==> config.mk <==
export PLATFORM = sky130hd
export DESIGN_NAME = scariv_alu_issue_alloc_pick
export DESIGN_NICKNAME = d
export VERILOG_FILES = /design/src/rtl/scariv_alu_issue_alloc_pick.sv
export SDC_FILE = /design/constraint.sdc
export NUM_CORES = 1
export LEC_CHECK = 0
export CORE_MARGIN = 2
export CORE_UTILIZATION = 52
export DETAILED_ROUTE_END_ITERATION = 7
export GPL_TIMING_DRIVEN = 0
export PLACE_DENSITY = 0.76
export SYNTH_ARGS = -nofsm -noshare
export SYNTH_HDL_FRONTEND = slang
export SYNTH_SLANG_ARGS = --single-unit
==> constraint.sdc <==
create_clock -name i_clk -period 4.9 [get_ports i_clk]
set_input_delay 1.225 -clock i_clk [delete_from_list [all_inputs] [get_ports i_clk]]
set_output_delay 1.225 -clock i_clk [all_outputs]
set_load 0.01 [all_outputs]
==> src/rtl/scariv_alu_issue_alloc_pick.sv <==
// ALU issue-queue allocator and oldest-ready picker: hands out free entries lowest-first,
// tracks relative age in a matrix, and retires entries through a one-cycle clear pulse.
module scariv_alu_issue_alloc_pick #(
  parameter int ENTRY_SIZE = 8,
  parameter int IDX_W      = $clog2(ENTRY_SIZE)
) (
  input  logic                  i_clk,
  input  logic                  i_reset_n,
  input  logic                  i_disp_valid,
  output logic                  o_disp_ready,
  output logic [ENTRY_SIZE-1:0] o_put_oh,
  input  logic [ENTRY_SIZE-1:0] i_entry_ready,
  output logic [ENTRY_SIZE-1:0] o_entry_picked,
  output logic                  o_pick_valid,
  output logic [IDX_W-1:0]      o_pick_index,
  input  logic [ENTRY_SIZE-1:0] i_issue_succeeded,
  output logic [ENTRY_SIZE-1:0] o_clear_entry,
  output logic [IDX_W:0]        o_free_count
);

  logic [ENTRY_SIZE-1:0] r_busy;
  logic [ENTRY_SIZE-1:0] r_clear;
  logic [ENTRY_SIZE-1:0] r_age [ENTRY_SIZE];

  logic [ENTRY_SIZE-1:0] free_oh;
  logic                  free_found;
  logic [ENTRY_SIZE-1:0] pick_req;
  logic [ENTRY_SIZE-1:0] older_req;

  assign o_disp_ready  = |(~r_busy);
  assign o_put_oh      = (i_disp_valid && o_disp_ready) ? free_oh : '0;
  assign o_clear_entry = r_clear;
  assign pick_req      = i_entry_ready & r_busy;

  always_comb begin
    free_oh    = '0;
    free_found = 1'b0;
    for (int i = 0; i < ENTRY_SIZE; i++) begin
      if (!r_busy[i] && !free_found) begin
        free_oh[i] = 1'b1;
        free_found = 1'b1;
      end
    end
  end

  // An entry wins when no other requesting entry is recorded as older than it.
  always_comb begin
    older_req      = '0;
    o_entry_picked = '0;
    for (int i = 0; i < ENTRY_SIZE; i++) begin
      for (int j = 0; j < ENTRY_SIZE; j++) begin
        if (pick_req[j] && r_age[j][i]) older_req[i] = 1'b1;
      end
      o_entry_picked[i] = pick_req[i] & ~older_req[i];
    end
  end

  always_comb begin
    o_pick_index = '0;
    for (int i = 0; i < ENTRY_SIZE; i++) begin
      if (o_entry_picked[i]) o_pick_index = o_pick_index | IDX_W'(i);
    end
  end

  assign o_pick_valid = |o_entry_picked;

  always_comb begin
    o_free_count = '0;
    for (int i = 0; i < ENTRY_SIZE; i++) begin
      o_free_count = o_free_count + {{IDX_W{1'b0}}, ~r_busy[i]};
    end
  end

  // A new entry is younger than every surviving busy entry; a cleared entry drops all relations.
  always_ff @(posedge i_clk or negedge i_reset_n) begin
    if (!i_reset_n) begin
      r_busy  <= '0;
      r_clear <= '0;
      for (int i = 0; i < ENTRY_SIZE; i++) r_age[i] <= '0;
    end else begin
      r_clear <= i_issue_succeeded & ~r_clear;
      r_busy  <= (r_busy & ~r_clear) | o_put_oh;
      for (int i = 0; i < ENTRY_SIZE; i++) begin
        for (int j = 0; j < ENTRY_SIZE; j++) begin
          if (o_put_oh[i]) begin
            r_age[i][j] <= 1'b0;
          end else if (o_put_oh[j]) begin
            r_age[i][j] <= r_busy[i] & ~r_clear[i];
          end else if (r_clear[i] || r_clear[j]) begin
            r_age[i][j] <= 1'b0;
          end
        end
      end
    end
  end

`ifdef SIMULATION
  always @(posedge i_clk) begin
    if (i_reset_n) begin
      if (|(i_issue_succeeded & ~r_busy))
        $fatal(1, "issue_succeeded on a non-busy entry: %b busy=%b", i_issue_succeeded, r_busy);
      if (!$onehot0(o_entry_picked))
        $fatal(1, "entry_picked not one-hot: %b", o_entry_picked);
      for (int i = 0; i < ENTRY_SIZE; i++) begin
        for (int j = 0; j < ENTRY_SIZE; j++) begin
          if (r_busy[i] && r_busy[j] && r_age[i][j] && r_age[j][i])
            $fatal(1, "age matrix cycle between %0d and %0d", i, j);
        end
      end
    end
  end
`endif

endmodule

==> flow_summary.json <==
{
  "run_status": "complete, no violations",
  "die_x_um": 88.69,
  "drc": 0,
  "grt_pass1_wl_um": 18310,
  "cts_tree": "yes",
  "nets": 504,
  "ctsHoldBuffers": 0,
  "post-dp-hpwl_um": 7839,
  "core_sq_um": 6869,
  "globalplace.congestion": 0.9320,
  "io_pins": 52,
  "ys_warn_count": 0,
  "place_ws_ns": -0.3679,
  "ir_drop_uv": 211.6,
  "seq_area_frac_synth": 0.4831,
  "required_ns": 3.67,
  "drt-total-wl_um": 11890,
  "grt_max_degree": 73,
  "worstSkewPairLatency_ns": 0.37,
  "root_buffer": "clkbuf_8",
  "critPathLaunchType": "input pin",
  "path_clk_slew_ns": 0.07,
  "final_antenna_net_count": 0,
  "grt_use_total": 0.3218,
  "drive_gt1_frac": 0.1042,
  "max_slew.worst_pin.slew_ns": 0.8168,
  "cp-end-kind": "output pin",
  "first_pass_iters": 5,
  "worst_slack_ns": 0.02568,
  "max-slew-margin-rel": 0.4541,
  "antenna_cells": 0,
  "drv_slew": 0,
  "powerDensity_nw_per_um2": 357.0,
  "cts_max_path_buffers": 2,
  "netlist_area_sq_um": 3730,
  "grt_util_met2": 0.4742,
  "detail_route.wl_per_cell_um": 20.65,
  "antenna_found_initial": 0,
  "die_h_um": 88.69,
  "setup_violations": 0,
  "crit_fanout": 8,
  "dieArea_sq_um": 7866,
  "start_util": 0.5430,
  "overflow": 0,
  "ys_seq_elements": 72,
  "routed_via_density": 6.321,
  "tns_ns": 0,
  "crit_arrival_ns": 3.65,
  "fin_skew_ns": 0.009093,
  "rows": 30,
  "hold_violations": 0,
  "met3_usage": 0.09049,
  "netlist_instances": 412,
  "synth_fp_nets": 441,
  "leakagePower_nw": 2.020,
  "busiest_layer": "met2",
  "yosys.cell_types.count": 37,
  "cap_viol_max_count": 0,
  "synth_area_per_cell_sq_um": 9.053,
  "hold_class": "reg2reg",
  "first_iter_violations": 400,
  "rsz0062_at_grt": "no",
  "cts-htree-levels": 3,
  "final_util": 0.6701,
  "fin_crit_ns": 4.874,
  "cts.sinks": 72,
  "io_buffers": 44,
  "area_growth_pct": 23.41,
  "grtUsageMet1": 0.4373,
  "cts-buffers-inserted": 9,
  "grt_pass1_vias": 3450,
  "criticalPathCategory": "in2out",
  "timing.fmax_mhz": 205.2,
  "num_vias": 3641,
  "period_share": 0.9948
}
final timing paths:
| path | cells past startpoint | slack (ns) | to | start |
|---|---|---|---|---|
| hold / removal | 2 | 0.53 | r_age[61] | r_age[61] |
| hold reg to reg | 2 | 0.53 | r_age[61] | r_age[61] |
| setup reg to reg | 10 | 2.51 | r_age[2] | r_busy[1] |
| min in group asynchronous | 2 | 0.86 | r_age[29] | i_reset_n |
| max in group asynchronous | 2 | 3.74 | r_age[11] | i_reset_n |
| setup / recovery | 6 | 0.03 | o_pick_valid | i_entry_ready[6] |
layout by cell type, fill, tap and decap left out, types with 3 or more instances in the layout:
master / Yosys / routed
a21oi_1: 50 / 50
nor2_1: 25 / 25
nand4b_1: 4 / 4
clkbuf_1: 21 / 20
dfrtp_1: 72 / 71
inv_1: 19 / 18
nand2_1: 30 / 30
o21ai_0: 8 / 8
a31oi_1: 6 / 6
a211oi_1: 8 / 8
nor3_1: 10 / 10
clkdlybuf4s50_1: 0 / 39
nand2b_1: 16 / 16
clkinv_2: 1 / 4
a2111oi_1: 0 / 3
nand3_1: 54 / 54
nor2b_1: 10 / 10
clkbuf_8: 0 / 9
nand4_1: 17 / 17
buf_2: 5 / 4
nand3b_1: 11 / 11
buf_4: 4 / 13
or3_1: 3 / 3
ha_1: 6 / 6
buf_6: 4 / 5
fa_1: 4 / 3
clkinvlp_4: 0 / 3
flip-flops by register name (all words and copies together) (netlist names):
register / cells
r_age: 56
r_busy: 8
o_clear_entry: 8
synthesized netlist by cell type (all sizes together):
master | count | area (sq um)
or2 | 1 | 6.260
nor3 | 10 | 50.05
inv | 19 | 71.32
dfrtp | 72 | 1802
nor3b | 1 | 7.510
or4 | 2 | 15.01
nand3 | 56 | 290.3
xor2 | 1 | 8.760
mux2i | 2 | 20.02
nor2 | 25 | 93.84
a32o | 2 | 20.02
buf | 13 | 100.1
nand4 | 18 | 127.6
a31oi | 6 | 37.54
nand3b | 11 | 82.58
and2 | 1 | 6.260
nand2b | 16 | 100.1
a2111oi | 5 | 43.79
nor4 | 1 | 6.260
clkbuf | 23 | 88.84
a21oi | 50 | 250.2
nand2 | 30 | 112.6
nor2b | 10 | 62.56
or3 | 3 | 18.77
a211oi | 8 | 60.06
o21ai | 9 | 45.04
fa | 4 | 80.08
clkinv | 3 | 12.51
ha | 6 | 75.07
nand4b | 4 | 35.03
per-stage QoR:
stage	hold slack [ns]	area, sq um	power [mW]	std cells
after floorplan	0.4812	3730	0.9196	412
after global placement	0.5062	4290	1.129	552
after detailed placement	0.5191	4315	1.142	553
after CTS	0.5390	4568	1.617	573
after global routing	0.5566	4603	1.719	576
final	0.5334	4603	1.643	576
worst max-delay path: stages:
cell,delay [ns]
clkdlybuf4s50_1,0.39
and2_1,0.31
a2111oi_1,0.84
or4_1,0.24
nand2b_1,0.10
clkdlybuf4s50_1,0.53
logic make-up (layout without fill, tap and decap cells):
group           Yosys count  after routing  share of synthesized area
simple gates            189            189                     0.2721
compound gates           80             80                     0.1224
flops                    72             72                     0.4831
buf+inv                  58            126                    0.07313
fa+ha+maj                10             10                    0.04160
mux                       2              2                   0.005368
xor+xnor                  1              1                   0.002349
where the power goes:
| group | switching [mW] | internal, mW |
|---|---|---|
| clock network | 0.239 | 0.232 |
| logic | 0.285 | 0.226 |
| registers | 0.0291 | 0.632 |
| total | 0.553 | 1.09 |
what timing repair did:
item / CTS / global route
endpoints found under the setup margin: 9 / 7
gates resized for setup: 16 / 4
buffers inserted: 4 / 4
cloned: 0 / 0
final cells by class:
class / instances / area, sq um
Timing Repair Buffer: 53 / 528.0
Multi-Input combinational cell: 282 / 1674
Sequential cell: 72 / 1803
Inverter: 22 / 87.58
Clock buffer: 10 / 127.6
Tap cell: 96 / 120.1
Buffer: 35 / 202.7
Fill cell: 572 / 2266
Clock inverter: 6 / 60.06
layer usage:
layer  wire, um  share of wire  vias up
li1           -              -     1562
met1       4670           0.39     1773
met2       5519           0.46      266
met3       1288           0.11       40
met4        415          0.035        0
met5          0              0        -
Power figures use the tool's default switching activity.
